File: src/rtl/regfile_arbiter_pkg.sv
// Shared definitions for the register-file arbiter.
// Default widths and FSM state encodings.
package regfile_arbiter_pkg;

  localparam int ADDR_W_DEF = 2;
  localparam int DATA_W_DEF = 4;

  typedef enum logic [1:0] {
    ST_IDLE   = 2'b00,
    ST_ACCESS = 2'b01,
    ST_DONE   = 2'b10
  } state_t;

endpackage

File: src/rtl/regfile_arbiter_rr_arb2.sv
// Two-input round-robin picker.
// On contention the side that did not win last time wins.
module rr_arb2 (
  input  logic [1:0] req,
  input  logic       last_winner,
  output logic [1:0] win
);

  // one-hot winner; bit 0 = A, bit 1 = B
  always_comb begin
    win = req;
    if (req == 2'b11) begin
      win = last_winner ? 2'b01 : 2'b10;
    end
  end

endmodule

File: src/rtl/regfile_arbiter.sv
// Arbitrates two requesters onto a shared register file.
// IDLE -> ACCESS -> DONE, all state on the falling clock edge.
module regfile_arbiter
  import regfile_arbiter_pkg::*;
#(
  parameter int   ADDR_W     = ADDR_W_DEF,
  parameter int   DATA_W     = DATA_W_DEF,
  parameter logic FIRST_PRIO = 1'b0
) (
  input  logic              clk,
  input  logic              clr,
  input  logic              a_req,
  input  logic              a_we,
  input  logic [ADDR_W-1:0] a_addr,
  input  logic [DATA_W-1:0] a_wdata,
  output logic              a_gnt,
  output logic              a_done,
  output logic [DATA_W-1:0] a_rdata,
  input  logic              b_req,
  input  logic              b_we,
  input  logic [ADDR_W-1:0] b_addr,
  input  logic [DATA_W-1:0] b_wdata,
  output logic              b_gnt,
  output logic              b_done,
  output logic [DATA_W-1:0] b_rdata,
  output logic              rf_write,
  output logic [ADDR_W-1:0] rf_dsel,
  output logic [ADDR_W-1:0] rf_msel,
  output logic [DATA_W-1:0] rf_din,
  input  logic [DATA_W-1:0] rf_q
);

  state_t            state;
  state_t            state_nxt;
  logic [1:0]        win;
  logic              last_winner;
  logic              op_side;
  logic              op_we;
  logic [ADDR_W-1:0] op_addr;
  logic [DATA_W-1:0] op_wdata;
  logic              start;

  assign start = (state == ST_IDLE) && (a_req || b_req);

  rr_arb2 u_arb (
    .req         ({b_req, a_req}),
    .last_winner (last_winner),
    .win         (win)
  );

  // state register, falling edge to match the register file
  always_ff @(negedge clk or posedge clr) begin
    if (clr) begin
      state <= ST_IDLE;
    end else begin
      state <= state_nxt;
    end
  end

  // next-state: one state per clock period
  always_comb begin
    state_nxt = state;
    unique case (state)
      ST_IDLE:   if (a_req || b_req) state_nxt = ST_ACCESS;
      ST_ACCESS: state_nxt = ST_DONE;
      ST_DONE:   state_nxt = ST_IDLE;
      default:   state_nxt = ST_IDLE;
    endcase
  end

  // latch the winner's op; frozen until the next grant
  always_ff @(negedge clk or posedge clr) begin
    if (clr) begin
      last_winner <= ~FIRST_PRIO;
      op_side     <= 1'b0;
      op_we       <= 1'b0;
      op_addr     <= '0;
      op_wdata    <= '0;
    end else if (start) begin
      last_winner <= win[1];
      op_side     <= win[1];
      op_we       <= win[1] ? b_we    : a_we;
      op_addr     <= win[1] ? b_addr  : a_addr;
      op_wdata    <= win[1] ? b_wdata : a_wdata;
    end
  end

  // capture the file's read data on the edge ending ACCESS
  always_ff @(negedge clk or posedge clr) begin
    if (clr) begin
      a_rdata <= '0;
      b_rdata <= '0;
    end else if (state == ST_ACCESS && !op_we) begin
      if (op_side) begin
        b_rdata <= rf_q;
      end else begin
        a_rdata <= rf_q;
      end
    end
  end

  // outputs decoded from state so clr drops them at once
  always_comb begin
    a_gnt    = 1'b0;
    b_gnt    = 1'b0;
    a_done   = 1'b0;
    b_done   = 1'b0;
    rf_write = 1'b0;
    rf_dsel  = op_addr;
    rf_msel  = op_addr;
    rf_din   = op_wdata;
    unique case (state)
      ST_ACCESS: begin
        a_gnt    = !op_side;
        b_gnt    = op_side;
        rf_write = op_we;
      end
      ST_DONE: begin
        a_gnt  = !op_side;
        b_gnt  = op_side;
        a_done = !op_side;
        b_done = op_side;
      end
      default: ;
    endcase
  end

endmodule
File: config.mk
export PLATFORM = sky130hd
export DESIGN_NAME = regfile_arbiter
export DESIGN_NICKNAME = d
export VERILOG_FILES = /design/src/rtl/regfile_arbiter_pkg.sv /design/src/rtl/regfile_arbiter_rr_arb2.sv /design/src/rtl/regfile_arbiter.sv
export SDC_FILE = /design/constraint.sdc
export NUM_CORES = 1
export LEC_CHECK = 0
export ABC_AREA = 1
export CELL_PAD_IN_SITES_DETAIL_PLACEMENT = 1
export CELL_PAD_IN_SITES_GLOBAL_PLACEMENT = 1
export CORE_ASPECT_RATIO = 0.5
export CORE_MARGIN = 5
export CORE_UTILIZATION = 26
export CTS_BUF_LIST = sky130_fd_sc_hd__clkbuf_16
export CTS_CLUSTER_SIZE = 30
export DETAILED_ROUTE_END_ITERATION = 8
export PLACE_DENSITY_LB_ADDON = 0.1
export SKIP_LAST_GASP = 1
export SYNTH_ARGS = -nofsm -noshare
export SYNTH_HDL_FRONTEND = slang
export SYNTH_SLANG_ARGS = --single-unit
File: constraint.sdc
create_clock -name clk -period 1.25 [get_ports clk]
set_input_delay 0.25 -clock clk [delete_from_list [all_inputs] [get_ports clk]]
set_output_delay 0.25 -clock clk [all_outputs]
set_load 0.005 [all_outputs]
==> out/metrics.cfg <==
[run_status]
status = finished with violations
violations = setup timing

[clocking]
clock-root-buffer = clkbuf_16
clk_pin_slew_worst_paths_ns = 0.04
max-clock-path-buffers = 2
cts.sinks = 19
cts_hold_buf = 0
cts_made_buffers = 3
clk_latency_ns = 0.33
cts_tree = built
ctsHtreeMaxLevel = 1

[floorplanning]
io_pins = 43
rows = 16
die_h_um = 54.5
initial_core_util = 0.267
die-area_um2 = 5400
die_x_um = 99
core_area_um2 = 3860

[setup_path]
crit_required_ns = 1.00
crit_chain = buf_6, inv_6, ha_4, nand2_2, inv_2, buf_2
worstSetupStartpointType = flop
critPathMaxFanout = 3
crit_start = state[1]$_DFFE_NP0P_
cp_slowest_stage_delay_ns = 0.43
r2r-start = state[1]$_DFFE_NP0P_
crit_arrival_ns = 1.94
crit_slowest_cell = dfrtn_1
end_kind = primary output
worst-path-buf-inv = 4
crit_type = flop to primary output
cp_top_family = flip-flops

[pwr]
pwr-share-seq = 0.271
ir_worst_vdd_uv = 623
power_density_nw_per_um2 = 2270
power_leakage_nw = 1.05
switching_share = 0.376
power_switching_mw = 1.63
p_comb_frac = 0.573
p_int_mw = 2.70
p_clk_frac = 0.156
fin_total_pwr_mw = 4.33

[sta]
rsz0062_at_grt = true
finalHoldViolCount = 0
setup_ws_ns = -0.936
skew_ns = 0.0481
timing.setup.tns_ns = -11.87
slew_headroom = 0.820
final-setup-viol-count = 30
tightest_slew_ns = 0.270
slew_viol_final = 0

[detailed_routing]
drtAntennaViolNets = 0
drt_wl_total_um = 3100
drtIter0Drc = 16
dr.pass1.iters = 4
drc = 0
vias_per_cell = 4.03
vias = 1044
wire_per_inst_um = 12.0

[synth]
synth_area_per_cell_um2 = 7.98
synth_area_leader_cell = dfrtn_1
yosysSeqAreaShare = 0.463
synth_cells = 129
netlist_area_um2 = 1030
yosysMostFrequentCell = nand2_1
yosys-top-cells-area = dfrtn_1 44%, nand2_1 13%, inv_1 11%
synth_top_area_share = 0.437
ys_types = 16
ys_ff_latch = 19
synth_ff_type = dfrtn_1
synth-async-reset-ratio = 1.00
synth_commonest_cells = 36 x nand2_1, 29 x inv_1, 18 x dfrtn_1
synth_fp_nets = 156
yosysWarnings = 0
synth_edf_count = 0

[global_routing]
grt.total_usage = 0.118
grt_pass1_vias = 1071
antenna_found_initial = 0
gr-total-overflow = 0
grt_first_pass_wirelength_um = 4970
grt_start_max_net_pins = 12

[run]
maxCapViolations = 0

[place]
placed_area_um2 = 1680
io_buffers = 42
routabilityCongestion = 0.705
dp_hpwl_um = 2260
pre_cts_ws_ns = -0.985

[hold_path]
hold_class = flop to flop
hold_start = rf_din[3]$_DFFE_NP0P_

[cells_and_area]
final_nets = 233
final_util = 0.494
antenna_cells = 0
seqCellArea_um2 = 477
area_growth_pct = 85.2
multi_input_area_um2 = 554
fin_area_um2 = 1910
drive_gt1_frac = 0.488
n_fill_cell = 465

==> power by group through the flow <==
stage	registers, mW	clock network, mW	logic, mW
after floorplan	1.18	0.0100	0.928
after global placement	1.16	0.0100	2.14
after detailed placement	1.17	0.0100	2.19
after CTS	1.17	0.693	2.25
after global routing	1.22	0.722	2.76
final	1.17	0.676	2.48
==> layout make-up <==
cell class,count,share of cell area
inverter,30,0.0656
tap,54,0.0354
clock inverter,2,0.00459
timing repair buffer,75,0.314
clock buffer,3,0.0394
sequential,19,0.250
multi-input combinational,76,0.291
==> path summary, 6_finish.rpt <==
check                                         endpoint  cells after the start  slack [ns]
worst max-delay path                             b_gnt                      6       -0.94
worst min-delay path             rf_din[3]$_DFFE_NP0P_                      2        0.43
worst max register to register   rf_din[2]$_DFFE_NP0P_                      8       -0.05
worst min register to register   rf_din[3]$_DFFE_NP0P_                      2        0.43
max in group asynchronous       b_rdata[3]$_DFFE_NP0P_                      3        0.16
min in group asynchronous        rf_din[1]$_DFFE_NP0P_                      3        0.89
==> registers in the layout, indices dropped and copies added, names as in the netlist <==
register and count:
op_we 1, b_rdata 4, last_winner 1, rf_din 4
a_rdata 4, op_side 1, state 2, rf_dsel 2
==> worst reg2reg max path: stages, from the launching register on <==
cell     delay, ns
dfrtn_1       0.36
buf_6         0.13
inv_6         0.06
ha_4          0.15
inv_4         0.05
nor2_8        0.20
inv_6         0.09
nand2_1       0.07
nand2_1       0.05
==> stage by stage <==
step,instances,hold WS (ns)
6_report,259,0.426
5_1_grt,259,0.471
4_1_cts,252,0.428
2_1_floorplan,129,0.423
3_3_place_gp,242,0.418
3_5_place_dp,242,0.435
==> per-layer routing <==
metal | vias up | global-route usage | share of wire
met5 | - | 0 | 0
met4 | 0 | 0.0204 | 0
met3 | 0 | 0.0458 | 0.060
met2 | 28 | 0.206 | 0.47
met1 | 476 | 0.145 | 0.47
li1 | 540 | - | -
==> placed cells by master (no fill, tap or decap), drive strengths merged <==
master         netlist  layout
o21ai               11      11
inv                 31      31
nor2                 4       4
clkdlybuf4s50        0       1
nand3               17      17
nand2               39      39
dlygate4sd2          0      18
buf                  3      55
dfrtn               18      18
dfstp                1       1
ha                   5       5
clkinvlp             0       1
clkbuf               0       4
==> kinds of logic (layout without fill, tap and decap cells) <==
kind of cell / count (synthesis) / in the layout / synth area share
adders and majority gates: 5 / 5 / 0.0608
DFF: 19 / 19 / 0.463
and+or+nand+nor: 60 / 60 / 0.279
AOI/OAI and AO/OA: 11 / 11 / 0.0535
buffers and inverters: 34 / 110 / 0.143
==> repair_timing <==
item | 4_1_cts | 5_1_grt
endpoints found under the setup margin | 40 | 39
pin swaps | 26 | 6
buffers inserted | 6 | 7
resized for setup | 144 | 14
(Power assumes the default switching activity.)
